$ cat config.mk
export PLATFORM = sky130hd
export DESIGN_NAME = shift_seq_ctrl_flat
export DESIGN_NICKNAME = d
export VERILOG_FILES = /design/src/rtl/shift_seq_ctrl_if.sv /design/src/rtl/shift_seq_ctrl.sv /design/src/flat_wrapper.sv
export SDC_FILE = /design/constraint.sdc
export NUM_CORES = 1
export LEC_CHECK = 0
export BUFFER_PORTS_ARGS = -buffer_cell sky130_fd_sc_hd__buf_2
export CORE_UTILIZATION = 35
export CTS_CLUSTER_SIZE = 12
export DETAILED_ROUTE_END_ITERATION = 10
export PLACE_DENSITY_LB_ADDON = 0.1
export SLEW_MARGIN = 20
export SYNTH_ARGS = -nofsm -noshare
export SYNTH_HDL_FRONTEND = slang
export SYNTH_SLANG_ARGS = --single-unit
$ cat constraint.sdc
create_clock -name clk -period 6.1 [get_ports clk]
set_input_delay 1.525 -clock clk [delete_from_list [all_inputs] [get_ports clk]]
set_output_delay 1.525 -clock clk [all_outputs]
set_load 0.02 [all_outputs]
$ cat src/rtl/shift_seq_ctrl_if.sv
// Request/response and shifter-side bundle for shift_seq_ctrl.
// master = requester plus shifter environment, slave = controller.
interface shift_seq_ctrl_if #(
    parameter int AMT_W = 5
);
    logic             start;
    logic [1:0]       mode;
    logic [AMT_W-1:0] amount;
    logic [7:0]       data_in;
    logic             busy;
    logic             done;
    logic [7:0]       result;
    logic [2:0]       sh_op;
    logic [1:0]       sh_shamt;
    logic [7:0]       sh_d_in;
    logic [7:0]       sh_d_out;

    modport master (
        output start, mode, amount, data_in, sh_d_out,
        input  busy, done, result, sh_op, sh_shamt, sh_d_in
    );

    modport slave (
        input  start, mode, amount, data_in, sh_d_out,
        output busy, done, result, sh_op, sh_shamt, sh_d_in
    );
endinterface

$ cat src/rtl/shift_seq_ctrl.sv
// Sequences an 8-bit registered shifter through LOAD and up to 3-bit
// steps to realise a shift of any distance, with start/busy/done.
module shift_seq_ctrl #(
    parameter int AMT_W   = 5,
    parameter int SAT_AMT = 8
) (
    input logic              clk,
    input logic              reset,
    shift_seq_ctrl_if.slave  bus
);
    typedef enum logic [1:0] {
        IDLE, LOAD, SHIFT, CAPTURE
    } state_t;

    localparam logic [2:0] OP_NOP  = 3'b000;
    localparam logic [2:0] OP_LOAD = 3'b001;
    localparam logic [2:0] OP_LSL  = 3'b010;
    localparam logic [2:0] OP_LSR  = 3'b011;
    localparam logic [2:0] OP_ASR  = 3'b100;

    localparam logic [AMT_W-1:0] SAT = AMT_W'(SAT_AMT);
    localparam logic [AMT_W-1:0] MAX_STEP = AMT_W'(3);

    state_t           state, state_nx;
    logic [7:0]       data_q;
    logic [1:0]       mode_q;
    logic [AMT_W-1:0] rem_q;
    logic             done_q;
    logic [7:0]       result_q;
    logic [1:0]       step;
    logic [2:0]       op;
    logic [AMT_W-1:0] amt_sat;

    // Beyond 8 bits every shift mode saturates, so clamping is exact.
    assign amt_sat = (bus.amount > SAT) ? SAT : bus.amount;

    always_comb begin
        state_nx = state;
        step     = 2'd0;
        op       = OP_NOP;
        unique case (state)
            IDLE: begin
                if (bus.start)
                    state_nx = LOAD;
            end
            LOAD: begin
                op       = OP_LOAD;
                state_nx = (rem_q != '0) ? SHIFT : CAPTURE;
            end
            SHIFT: begin
                step = (rem_q > MAX_STEP) ? 2'd3 : rem_q[1:0];
                unique case (mode_q)
                    2'b00:   op = OP_LSL;
                    2'b01:   op = OP_LSR;
                    2'b10:   op = OP_ASR;
                    default: op = OP_NOP;
                endcase
                if (rem_q == AMT_W'(step))
                    state_nx = CAPTURE;
            end
            CAPTURE: begin
                state_nx = IDLE;
            end
            default: begin
                state_nx = IDLE;
            end
        endcase
    end

    always_ff @(posedge clk) begin
        if (reset) begin
            state    <= IDLE;
            data_q   <= 8'h00;
            mode_q   <= 2'b00;
            rem_q    <= '0;
            done_q   <= 1'b0;
            result_q <= 8'h00;
        end else begin
            state  <= state_nx;
            done_q <= (state == CAPTURE);
            if (state == CAPTURE)
                result_q <= bus.sh_d_out;
            if (state == IDLE && bus.start) begin
                data_q <= bus.data_in;
                mode_q <= bus.mode;
                rem_q  <= (bus.mode == 2'b11) ? '0 : amt_sat;
            end else if (state == SHIFT) begin
                rem_q <= rem_q - AMT_W'(step);
            end
        end
    end

    assign bus.busy     = (state != IDLE);
    assign bus.done     = done_q;
    assign bus.result   = result_q;
    assign bus.sh_op    = op;
    assign bus.sh_shamt = step;
    assign bus.sh_d_in  = data_q;
endmodule
$ cat src/flat_wrapper.sv
// flat-port wrapper written by rule: the top's interface ports become plain ports
module shift_seq_ctrl_flat 
#(
    parameter int AMT_W   = 5,
    parameter int SAT_AMT = 8
)
  (clk, reset, bus_start, bus_mode, bus_amount, bus_data_in, bus_sh_d_out, bus_busy, bus_done, bus_result, bus_sh_op, bus_sh_shamt, bus_sh_d_in);
  shift_seq_ctrl_if #(.AMT_W(AMT_W)) bus_i ();
  input logic clk;
  input logic reset;
  input wire logic [$bits(bus_i.start)-1:0] bus_start;
  input wire logic [$bits(bus_i.mode)-1:0] bus_mode;
  input wire logic [$bits(bus_i.amount)-1:0] bus_amount;
  input wire logic [$bits(bus_i.data_in)-1:0] bus_data_in;
  input wire logic [$bits(bus_i.sh_d_out)-1:0] bus_sh_d_out;
  output wire logic [$bits(bus_i.busy)-1:0] bus_busy;
  output wire logic [$bits(bus_i.done)-1:0] bus_done;
  output wire logic [$bits(bus_i.result)-1:0] bus_result;
  output wire logic [$bits(bus_i.sh_op)-1:0] bus_sh_op;
  output wire logic [$bits(bus_i.sh_shamt)-1:0] bus_sh_shamt;
  output wire logic [$bits(bus_i.sh_d_in)-1:0] bus_sh_d_in;
  assign bus_i.start = bus_start;
  assign bus_i.mode = bus_mode;
  assign bus_i.amount = bus_amount;
  assign bus_i.data_in = bus_data_in;
  assign bus_i.sh_d_out = bus_sh_d_out;
  assign bus_busy = bus_i.busy;
  assign bus_done = bus_i.done;
  assign bus_result = bus_i.result;
  assign bus_sh_op = bus_i.sh_op;
  assign bus_sh_shamt = bus_i.sh_shamt;
  assign bus_sh_d_in = bus_i.sh_d_in;
  shift_seq_ctrl #(.AMT_W(AMT_W), .SAT_AMT(SAT_AMT)) u_core (.clk(clk), .reset(reset), .bus(bus_i));
endmodule
==> results of run 1 <==
[cell usage after synthesis (all sizes together), types with 3 or more instances]
master | number | area, µm²
a21oi | 15 | 75.07
a221oi | 3 | 32.53
buf | 4 | 25.02
clkbuf | 3 | 11.26
dfxtp | 26 | 520.5
ha | 7 | 87.58
inv | 8 | 30.03
mux2i | 8 | 80.08
nand2 | 24 | 90.09
nand3 | 4 | 20.02
nor2 | 12 | 45.04
nor2b | 5 | 31.28
nor3 | 4 | 25.02
[routing by layer]
layer	wire, µm	GRT usage [%]
met1	1296	20.36
met2	1274	24.84
met3	210	3.992
met4	16	3.896
met5	0	0
[final cells by class]
class / count / share of cell area [%]
clock buffers: 3 / 1.486
inverters: 8 / 1.982
multi-input cells: 101 / 42.53
flip-flops and latches: 26 / 34.35
well taps: 46 / 3.799
repair buffers: 48 / 15.85
[kinds of logic (layout without fill, tap and decap cells)]
family	after synthesis	after routing	share of synthesized area (%)
buffers and inverters	15	59	5.386
muxes	8	8	6.504
and+or+nand+nor	55	55	21.44
AOI/OAI and AO/OA	30	30	16.57
DFF	26	26	42.28
xor gates and xnor gates	1	1	0.7115
adders and majority gates	7	7	7.113
[how the worst max path moves through the flow]
stage,start,endpoint,slack (ps),cells past startpoint
3_3_place_gp,u_core.state[0]$_SDFFE_PP0P_,bus_sh_op[0],3310,6
3_5_place_dp,u_core.state[0]$_SDFFE_PP0P_,bus_sh_op[0],3180,6
5_1_grt,u_core.state[0]$_SDFFE_PP0P_,bus_sh_op[0],2670,6
2_1_floorplan,u_core.state[0]$_SDFFE_PP0P_,bus_sh_op[0],3030,5
4_1_cts,u_core.state[0]$_SDFFE_PP0P_,bus_sh_op[0],2800,6
6_report,u_core.state[0]$_SDFFE_PP0P_,bus_sh_op[0],2800,6
[state kept, by name, summed over array words and instances (netlist names)]
register            count
u_core.bus.result       8
u_core.bus.sh_d_in      8
u_core.mode_q           2
u_core.bus.done         1
u_core.state            2
u_core.rem_q            5
[power by group through the flow]
stage / sequential, W / combinational (W) / clock, W
4_1_cts: 0.000234 / 0.000286 / 0.0000751
3_5_place_dp: 0.000238 / 0.000284 / 0
6_report: 0.000234 / 0.000285 / 0.0000701
3_3_place_gp: 0.000236 / 0.000278 / 0
2_1_floorplan: 0.000252 / 0.000196 / 0
5_1_grt: 0.000240 / 0.000314 / 0.0000816
[per-stage QoR]
stage / std cells / instance area (µm²) / hold slack (ps)
2_1_floorplan: 142 / 1231 / 449.7
3_3_place_gp: 229 / 1493 / 440.7
6_report: 232 / 1515 / 462.9
5_1_grt: 232 / 1515 / 495.0
3_5_place_dp: 229 / 1493 / 451.5
4_1_cts: 232 / 1515 / 470.4
[placed cells by master (no fill, tap or decap)]
cell                        instances
sky130_fd_sc_hd__clkbuf_4           3
sky130_fd_sc_hd__and2_4             1
sky130_fd_sc_hd__nor4b_2            1
sky130_fd_sc_hd__a2bb2oi_1          1
sky130_fd_sc_hd__nor2_1            12
sky130_fd_sc_hd__nor3_2             1
sky130_fd_sc_hd__o211ai_1           1
sky130_fd_sc_hd__a211oi_1           2
sky130_fd_sc_hd__o21ai_0            1
sky130_fd_sc_hd__nand2_1           24
sky130_fd_sc_hd__and3b_1            1
sky130_fd_sc_hd__o31ai_1            1
sky130_fd_sc_hd__mux2i_1            8
sky130_fd_sc_hd__a211o_1            1
sky130_fd_sc_hd__ha_1               7
sky130_fd_sc_hd__a31oi_1            1
sky130_fd_sc_hd__nor2b_1            5
sky130_fd_sc_hd__a21o_1             1
sky130_fd_sc_hd__or2_2              1
sky130_fd_sc_hd__buf_2             48
sky130_fd_sc_hd__xnor2_1            1
sky130_fd_sc_hd__a221oi_1           2
sky130_fd_sc_hd__nor3_1             3
sky130_fd_sc_hd__o31ai_2            1
sky130_fd_sc_hd__dfxtp_1           26
sky130_fd_sc_hd__or2b_1             1
sky130_fd_sc_hd__nand3_1            4
sky130_fd_sc_hd__inv_1              8
sky130_fd_sc_hd__and2_1             1
sky130_fd_sc_hd__a21oi_1           15
sky130_fd_sc_hd__a311oi_1           2
sky130_fd_sc_hd__a221oi_2           1
[worst max-delay path, stage by stage, from the launching register on]
cell                      delay, ps
sky130_fd_sc_hd__dfxtp_1        370
sky130_fd_sc_hd__inv_1          140
sky130_fd_sc_hd__ha_1           320
sky130_fd_sc_hd__nor2b_1        230
sky130_fd_sc_hd__a21oi_1         90
sky130_fd_sc_hd__nor2b_1        140
sky130_fd_sc_hd__buf_2          180
==> out/summary.txt, run 1 <==
================================================================================
Count of mapped cells out of synthesis                                       142
Last weighted congestion value of the routability-driven placer           0.7991
Final routed wire length divided by cell count                          12.06 µm
Static Leak                                                            0.6689 nW
Die Area                                                                3759 µm²
Power spent charging and discharging nets                            0.0002514 W
Post-Route Utilization                                                    45.05%
Register-to-Register Setup Slack                                         3700 ps
Logic gate share of total power                                            48.4%
Yosys synthesis warning count                                                  0
Cells on Worst Hold Path                                                       2
Area occupied by registers                                             520.5 µm²
Kind of end point of the critical path                                output pin
Most common flop cell mapped by yosys                               sky130_fd_sc_hd__dfxtp_1
Root Driver                                                         sky130_fd_sc_hd__clkbuf_4
Die Width                                                               61.31 µm
Min setup slack post-route                                               2802 ps
Sequential power share                                                     39.7%
Vias in the first global route                                               986
Worst ir drop on vdd                                                    126.7 µV
Starting density of the core                                              36.61%
Max clock buf depth                                                            2
Max-slew violation count                                                       0
RSZ-0062 raised after global routing                                       false
Site row count                                                                21
Tcrit/Tclk final                                                          54.07%
CP Launch Type                                                         flip-flop
Number of antenna violations at the first check in global routing              0
Placement-stage worst setup slack                                        3176 ps
CTS HTree Levels                                                               1
Post-detailed-route DRC marker count                                           0
Maximum number of pins on one net before global-route repair                  27
Share of total power consumed by net switching                            42.66%
Synthesized netlist net count                                                175
Worst Path Required                                                      4580 ps
Depth of the worst register-to-register path                                  10
Sequential cell area fraction in the yosys report                         42.28%
Tot Pwr                                                              0.0005894 W
Async S/R FF share, synth                                                     0%
Total of max-cap violations                                                    0
F_max                                                                  303.2 MHz
Worst-skew pair later-pin latency                                         310 ps
Number of synthesized flops with an enable pin                                 0
All-layer global routing usage                                            15.36%
Terminus of the critical flop-to-flop path                          u_core.rem_q[2]$_SDFFE_PP0P_
Total of buffers placed on input and output ports                             48
Internal power of the cells                                          0.0003380 W
Mapped Avg Cell Area                                                   8.670 µm²
Number of buffers inserted to repair setup after CTS                           0
Syn-to-layout area delta                                                  23.07%
Diode insertion count for antenna repair                                       0
Cell area power density                                             389.0 nW/µm²
Grt total ovfl                                                                 0
Footprint of the multi-input gates                                     644.4 µm²
Num CTS Buffers                                                                3
Resized cells post-CTS                                                         0
Shortest clock period the worst path allows after layout                 3298 ps
DRT antenna net count                                                          0
Wire length of the first global-routing pass                             4236 µm
Max-slew headroom                                                         62.31%
Count of boundary I/O pins                                                    49
Count of endpoints failing hold in the final timing report                     0
Number of nets in the final layout                                           221
Final clock skew                                                        9.567 ps
Outcome                                                             complete, no violations
Number of different library cells in the post-synthesis netlist               34
Class of the tightest hold or removal check                         flip-flop to flip-flop
Die Height                                                              61.31 µm
Part of the total power dissipated in the clock network                    11.9%
Via count                                                                   1110
Setup_tns                                                                   0 ps
Final setup violation count                                                    0
Placed wire-length estimate after detailed placement                     2085 µm
TritonCTS clock tree                                                       built
Clock-pin slew on the worst setup and hold paths                          140 ps
#FFs+latches synth                                                            26
Post-synth design cell area                                             1231 µm²
Filler cell count                                                            377
DR iter-0 viols                                                               54
Transition at the pin with the smallest max-transition slack            561.9 ps
Standard cell core area                                                 3363 µm²
Startpoint of the worst register-to-register path                   u_core.state[0]$_SDFFE_PP0P_
Pre-antenna DRT Iters                                                          4
Fraction of layout cells with a size suffix above 1                       30.65%
Routed vias/inst                                                           4.784
Type of the worst setup path                                        flip-flop to output pin
Hold Crit Endpoint                                                  u_core.bus.sh_d_in[1]$_SDFFE_PP0P_
Highest fanout seen on the critical path                                       8
Final WL                                                                 2798 µm
Worst Path Arrival                                                       1770 ps
Hold Crit Start                                                     u_core.bus.sh_d_in[1]$_SDFFE_PP0P_
Clock sinks                                                                   26
Hold-fix buffers, CTS                                                          0
================================================================================
Power figures use the tool's default switching activity.
==> inputs of run 2 (changes only) <==
--- a/config.mk
+++ b/config.mk
@@ -5,6 +5,7 @@
 export SDC_FILE = /design/constraint.sdc
 export NUM_CORES = 1
 export LEC_CHECK = 0
+export ABC_AREA = 1
 export BUFFER_PORTS_ARGS = -buffer_cell sky130_fd_sc_hd__buf_2
 export CORE_UTILIZATION = 35
 export CTS_CLUSTER_SIZE = 12
==> constraint.sdc (replaced) <==
create_clock -name clk -period 3.13 [get_ports clk]
set_input_delay 0.7825 -clock clk [delete_from_list [all_inputs] [get_ports clk]]
set_output_delay 0.7825 -clock clk [all_outputs]
set_load 0.02 [all_outputs]
==> run 2 against run 1 <==
Design area grew 4.1%. Critical path type unchanged. Critical endpoint unchanged. Clock power grew to 3.4 times the previous value. Highest routed layer unchanged. Total power grew to 2.6 times the previous value.
==> out/summary.txt, run 2 <==
================================================================================
Outcome                                                             complete, no violations
Cell area power density                                             964.5 nW/µm²   +150%
Vias in the first global route                                              1092   +11%
Worst Path Arrival                                                       1750 ps   -20 ps
Most common flop cell mapped by yosys                               sky130_fd_sc_hd__dfxtp_1
Die Area                                                                3796 µm²   +0.98%
Async S/R FF share, synth                                                     0%   unchanged
Diode insertion count for antenna repair                                       0   unchanged
Class of the tightest hold or removal check                         flip-flop to flip-flop
Pre-antenna DRT Iters                                                          4   unchanged
Wire length of the first global-routing pass                             4609 µm   +8.8%
Syn-to-layout area delta                                                  26.86%
Mapped Avg Cell Area                                                   7.492 µm²   -14%
Die Height                                                              61.61 µm   +0.49%
Fraction of synthesized cell area taken by the top area cell type         41.85%   -0.43 points
Shortest clock period the worst path allows after layout                 2531 ps
CTS HTree Levels                                                               1   unchanged
Standard cell core area                                                 3363 µm²   unchanged
Max-slew headroom                                                         61.87%   -0.44 points
Die Width                                                               61.61 µm   +0.49%
Root Driver                                                         sky130_fd_sc_hd__clkbuf_4
Site row count                                                                21   unchanged
Clock-pin slew on the worst setup and hold paths                          150 ps   about the same
Last weighted congestion value of the routability-driven placer           0.7765   -2.8%
RSZ-0062 raised after global routing                                       false
Terminus of the critical flop-to-flop path                          u_core.rem_q[2]$_SDFFE_PP0P_
Worst Path Required                                                      2350 ps   -2230 ps
Final clock skew                                                        3.480 ps   -6.087 ps
All-layer global routing usage                                            16.52%   +1.2 points
Worst ir drop on vdd                                                    421.9 µV   +230%
Max-slew violation count                                                       0   unchanged
Total length of routed met3 wires                                         129 µm   -39%
Starting density of the core                                              36.98%   +0.37 points
Depth of the worst register-to-register path                                  11   +1
Setup_tns                                                                   0 ps   unchanged
Endpoint of the most critical setup path                            bus_sh_op[0]
Highest fanout seen on the critical path                                      10   +2
Transition at the pin with the smallest max-transition slack            571.3 ps   +9.387 ps
Uppermost layer routed                                                      met4
Final routed wire length divided by cell count                          11.02 µm   -8.6%
Worst-skew pair later-pin latency                                         320 ps   about the same
Hold-fix buffers, CTS                                                          0   unchanged
Final WL                                                                 2866 µm   +2.4%
Clock sinks                                                                   26   unchanged
Leading cell type in the layout, fill and taps excluded             sky130_fd_sc_hd__buf_2
TritonCTS clock tree                                                       built
Resized cells post-CTS                                                         0   unchanged
Count of endpoints failing hold in the final timing report                     0   unchanged
Most frequent cells after synthesis                                 sky130_fd_sc_hd__nor2_1, sky130_fd_sc_hd__dfxtp_1, sky130_fd_sc_hd__o21ai_0
Kind of end point of the critical path                                output pin
Met2 Wirelength                                                          1450 µm   +14%
Num CTS Buffers                                                                3   unchanged
Startpoint of the worst register-to-register path                   u_core.state[0]$_SDFFE_PP0P_
Commonest non-fill, non-tap cells in the layout                     sky130_fd_sc_hd__buf_2, sky130_fd_sc_hd__nor2_1, sky130_fd_sc_hd__dfxtp_1
Routed vias/inst                                                           4.596   -3.9%
Maximum number of pins on one net before global-route repair                  25   -7.4%
Post-synth design cell area                                             1244 µm²   +1.0%
Biggest area contributors in the synthesized netlist                sky130_fd_sc_hd__dfxtp_1, sky130_fd_sc_hd__nor2_1, sky130_fd_sc_hd__o21ai_0
DRT antenna net count                                                          0   unchanged
F_max                                                                  395.2 MHz
Number of antenna violations at the first check in global routing              0   unchanged
Post-detailed-route DRC marker count                                           0   unchanged
Post-Route Utilization                                                    46.91%   +1.9 points
Total of buffers placed on input and output ports                             48   unchanged
Yosys synthesis warning count                                                  0   unchanged
Routed metal-1 wire length                                               1266 µm   -2.3%
CP Launch Type                                                         flip-flop
Number of synthesized flops with an enable pin                                 0   unchanged
Number of nets in the final layout                                           248   +12%
Number of different library cells in the post-synthesis netlist               24   -29%
Max clock buf depth                                                            2   unchanged
Count of mapped cells out of synthesis                                       166   +17%
Largest area contributor in the netlist                             sky130_fd_sc_hd__dfxtp_1
DR iter-0 viols                                                               25   -54%
Filler cell count                                                            379   +0.53%
Grt total ovfl                                                                 0   unchanged
Tcrit/Tclk final                                                          80.85%
Launching element of the worst setup path                           u_core.state[0]$_SDFFE_PP0P_
Placed wire-length estimate after detailed placement                     2208 µm   +5.9%
Sequential cell area fraction in the yosys report                         41.85%   -0.43 points
Register-to-Register Setup Slack                                         1040 ps   -2660 ps
Number of buffers inserted to repair setup after CTS                           0   unchanged
Fraction of layout cells with a size suffix above 1                       31.31%   +0.66 points
Total of max-cap violations                                                    0   unchanged
Count of boundary I/O pins                                                    49   unchanged
#FFs+latches synth                                                            26   unchanged
Final setup violation count                                                    0   unchanged
Synthesized netlist net count                                                199   +14%
Type of the worst setup path                                        flip-flop to output pin
Via count                                                                   1195   +7.7%
Static Leak                                                            0.7822 nW   +17%
Most frequent cell after synthesis                                  sky130_fd_sc_hd__nor2_1
================================================================================
run 2: changes by cell type after synthesis, sizes merged, moves of 4 or more:
cell,previous run,this run
nor2,12,48
o21ai,1,27
inv,8,14
nor2b,5,0
mux2i,8,0
nand2,24,15
nor3,4,0
run 2: per-layer routing:
layer  vias to the layer above  global-route usage [%]
li1                        631                       -
met1                       533                   19.95
met2                        29                   29.34
met3                         2                   2.941
met4                         0                   5.714
met5                         -                       0
run 2: cell type report:
| class | count | area, µm² | share of cell area, % |
|---|---|---|---|
| clock inverters | 1 | 30.03 | 1.903 |
| flip-flops and latches | 26 | 520.5 | 32.99 |
| clock buffers | 3 | 22.52 | 1.427 |
| well taps | 46 | 57.56 | 3.648 |
| multi-input cells | 121 | 650.6 | 41.24 |
| repair buffers | 48 | 240.2 | 15.23 |
| inverters | 15 | 56.30 | 3.569 |
run 2: report_power, final:
part / switching, W / total, W / internal [W]
combinational: 0.000507 / 0.000782 / 0.000276
clock: 0.000107 / 0.000236 / 0.000129
sequential: 0.0000758 / 0.000503 / 0.000427
total: 0.000689 / 0.00152 / 0.000833
run 2: how the worst min path moves through the flow:
stage                                       start                                 end  slack [ps]  depth (start not counted)
2_1_floorplan       u_core.mode_q[1]$_SDFFE_PP0P_       u_core.mode_q[1]$_SDFFE_PP0P_         450                          2
3_3_place_gp   u_core.bus.sh_d_in[0]$_SDFFE_PP0P_  u_core.bus.sh_d_in[0]$_SDFFE_PP0P_         460                          2
3_5_place_dp        u_core.mode_q[1]$_SDFFE_PP0P_       u_core.mode_q[1]$_SDFFE_PP0P_         470                          2
4_1_cts             u_core.mode_q[1]$_SDFFE_PP0P_       u_core.mode_q[1]$_SDFFE_PP0P_         490                          2
5_1_grt             u_core.mode_q[1]$_SDFFE_PP0P_       u_core.mode_q[1]$_SDFFE_PP0P_         520                          2
6_report            u_core.mode_q[1]$_SDFFE_PP0P_       u_core.mode_q[1]$_SDFFE_PP0P_         490                          2
run 2: kinds of logic after synthesis:
family	share of synthesized area, %
AOI/OAI and AO/OA	19.32
buffers and inverters	5.834
xor gates and xnor gates	0.7044
and+or+nand+nor	25.25
adders and majority gates	7.042
DFF	41.85
run 2: worst max-delay path: stages, from the launching register on:
cell,delay (ps)
sky130_fd_sc_hd__dfxtp_1,380
sky130_fd_sc_hd__inv_1,110
sky130_fd_sc_hd__ha_1,250
sky130_fd_sc_hd__inv_2,130
sky130_fd_sc_hd__nor2_1,180
sky130_fd_sc_hd__nand2_1,80
sky130_fd_sc_hd__a21oi_1,110
sky130_fd_sc_hd__buf_2,180
run 2: per-stage QoR:
stage	hold slack (ps)	std cells	cell area (µm²)	worst slack, ps	total power, W
after CTS	492.0	260	1578	561.8	0.001539
after floorplan	445.4	166	1244	842.1	0.001092
final	492.0	260	1578	599.4	0.001522
after global routing	518.9	260	1578	410.1	0.001661
after detailed placement	472.2	256	1525	952.2	0.001299
after global placement	461.2	256	1525	986.7	0.001288
==> inputs of run 3 (changes only) <==
==> constraint.sdc (replaced) <==
create_clock -name clk -period 2.6 [get_ports clk]
set_input_delay 0.65 -clock clk [delete_from_list [all_inputs] [get_ports clk]]
set_output_delay 0.65 -clock clk [all_outputs]
set_load 0.02 [all_outputs]
==> run 3 against run 2 <==
Die area unchanged. Critical path type unchanged. Combinational power grew 20%. Highest routed layer unchanged. Clock-buffer cell count unchanged. Wire length shrank 2.2%. Global-route usage shrank 0.44 points. Clock skew is 4.9 ps higher. Final cell count increased by 0.38%.
==> out/summary.txt, run 3 (same netlist as run 2, synthesis figures left out) <==
================================================================================
Register-to-Register Setup Slack                                          590 ps   -450 ps
Via count                                                                   1206   +0.92%
Final clock skew                                                        8.355 ps   +4.875 ps
Diode insertion count for antenna repair                                       0   unchanged
Site row count                                                                21   unchanged
Total of buffers placed on input and output ports                             48   unchanged
Final setup violation count                                                    0   unchanged
Total of max-cap violations                                                    0   unchanged
Wire length of the first global-routing pass                             4485 µm   -2.7%
Cell area power density                                              1153 nW/µm²   +19%
Type of the worst setup path                                        flip-flop to output pin
Maximum number of pins on one net before global-route repair                  25   unchanged
RSZ-0062 raised after global routing                                       false
Leading cell type in the layout, fill and taps excluded             sky130_fd_sc_hd__buf_2
Num CTS Buffers                                                                3   unchanged
Final WL                                                                 2802 µm   -2.2%
Post-detailed-route DRC marker count                                           0   unchanged
Max-slew headroom                                                         59.10%   -2.8 points
Max clock buf depth                                                            2   unchanged
Logic gate share of total power                                            51.4%   about the same
Clock-pin slew on the worst setup and hold paths                          150 ps   about the same
Count of endpoints failing hold in the final timing report                     0   unchanged
Max-slew violation count                                                       0   unchanged
Launching element of the worst setup path                           u_core.state[1]$_SDFFE_PP0P_
Commonest non-fill, non-tap cells in the layout                     sky130_fd_sc_hd__buf_2, sky130_fd_sc_hd__nor2_1, sky130_fd_sc_hd__dfxtp_1
Hold-fix buffers, CTS                                                          0   unchanged
Power spent charging and discharging nets                            0.0008197 W   +19%
Last weighted congestion value of the routability-driven placer           0.7349   -5.4%
Fraction of layout cells with a size suffix above 1                       31.63%   +0.32 points
CP Launch Type                                                         flip-flop
Part of the total power dissipated in the clock network                    15.4%   about the same
Hold Crit Start                                                            reset
Outcome                                                             complete, no violations
Shortest clock period the worst path allows after layout                 2377 ps
Tcrit/Tclk final                                                          91.41%
Grt total ovfl                                                                 0   unchanged
Share of total power consumed by net switching                            44.86%   -0.42 points
Setup_tns                                                                   0 ps   unchanged
All-layer global routing usage                                            16.09%   -0.44 points
F_max                                                                  420.8 MHz
Sequential power share                                                     33.2%   about the same
Kind of end point of the critical path                                output pin
Die Width                                                               61.61 µm   unchanged
Starting density of the core                                              36.98%   unchanged
TritonCTS clock tree                                                       built
Filler cell count                                                            378   -0.26%
Pre-antenna DRT Iters                                                          4   unchanged
Die Area                                                                3796 µm²   unchanged
Final routed wire length divided by cell count                          10.74 µm   -2.6%
Number of antenna violations at the first check in global routing              0   unchanged
Syn-to-layout area delta                                                  27.46%
Worst Path Arrival                                                       1730 ps   -20 ps
Clock sinks                                                                   26   unchanged
Root Driver                                                         sky130_fd_sc_hd__clkbuf_4
Vias in the first global route                                              1066   -2.4%
Highest fanout seen on the critical path                                       4   -6
Resized cells post-CTS                                                         0   unchanged
Count of boundary I/O pins                                                    49   unchanged
Class of the tightest hold or removal check                         primary input to flip-flop
Static Leak                                                            0.7872 nW   +0.65%
DRT antenna net count                                                          0   unchanged
CTS HTree Levels                                                               1   unchanged
Area occupied by registers                                             520.5 µm²   unchanged
Worst ir drop on vdd                                                    635.5 µV   +51%
Footprint of the multi-input gates                                     650.6 µm²   unchanged
Worst-skew pair later-pin latency                                         330 ps   about the same
Startpoint of the worst register-to-register path                   u_core.state[0]$_SDFFE_PP0P_
DR iter-0 viols                                                               37   +48%
Transition at the pin with the smallest max-transition slack            612.8 ps   +41.48 ps
Number of buffers inserted to repair setup after CTS                           0   unchanged
Placed wire-length estimate after detailed placement                     2157 µm   -2.3%
Standard cell core area                                                 3363 µm²   unchanged
Internal power of the cells                                           0.001007 W   +21%
Number of nets in the final layout                                           249   +0.40%
DP Cell Count                                                                257   +0.39%
Count of non-filler cells in the finished layout                             261   +0.38%
Die Height                                                              61.61 µm   unchanged
Worst Path Required                                                      1950 ps   -400 ps
Routed vias/inst                                                           4.621   +0.53%
================================================================================
==> run 3: worst paths after layout <==
kind / to / cells past startpoint
min reg2reg: u_core.bus.sh_d_in[1]$_SDFFE_PP0P_ / 2
min: u_core.state[0]$_SDFFE_PP0P_ / 2
max: bus_sh_op[2] / 5
max reg2reg: u_core.rem_q[2]$_SDFFE_PP0P_ / 11
==> run 3: area by class of cell <==
class                   instances  share of cell area, %
well taps                      46                  3.631
clock buffers                   3                  1.421
clock inverters                 1                  1.894
multi-input cells             121                  41.04
inverters                      15                  3.552
repair buffers                 49                  15.63
flip-flops and latches         26                  32.83
==> run 3: critical path: stages (launching register included) <==
cell,delay [ps]
sky130_fd_sc_hd__dfxtp_1,440
sky130_fd_sc_hd__inv_1,110
sky130_fd_sc_hd__ha_1,280
sky130_fd_sc_hd__inv_1,60
sky130_fd_sc_hd__nor4_1,280
sky130_fd_sc_hd__buf_2,220
==> run 3: per-layer routing <==
metal	global-route usage, %	vias up	wire [µm]
met5	0	-	0
met4	7.302	0	23
met3	3.361	2	108
met2	27.34	24	1394
met1	19.44	544	1275
li1	-	636	-
==> run 3: power by group through the flow <==
stage | logic, W | clock network, W | registers [W]
detailed placement | 0.000953 | 0 | 0.000616
floorplan | 0.000641 | 0 | 0.000674
global route | 0.00107 | 0.000311 | 0.000624
CTS | 0.000956 | 0.000293 | 0.000607
finish | 0.000939 | 0.000282 | 0.000606
global placement | 0.000939 | 0 | 0.000608
==> run 3: stage by stage <==
stage / cell area, µm² / hold slack (ps) / total power [W] / setup WS [ps] / utilization [%]
final: 1585 / 485.4 / 0.001827 / 223.4 / 47.14
after CTS: 1585 / 471.7 / 0.001856 / 151.8 / 47.14
after global placement: 1533 / 460.7 / 0.001547 / 584.4 / 45.57
after floorplan: 1244 / 445.4 / 0.001315 / 343.3 / -
after detailed placement: 1533 / 472.5 / 0.001569 / 556.4 / 45.57
after global routing: 1585 / 468.1 / 0.002008 / 6.156 / 47.14
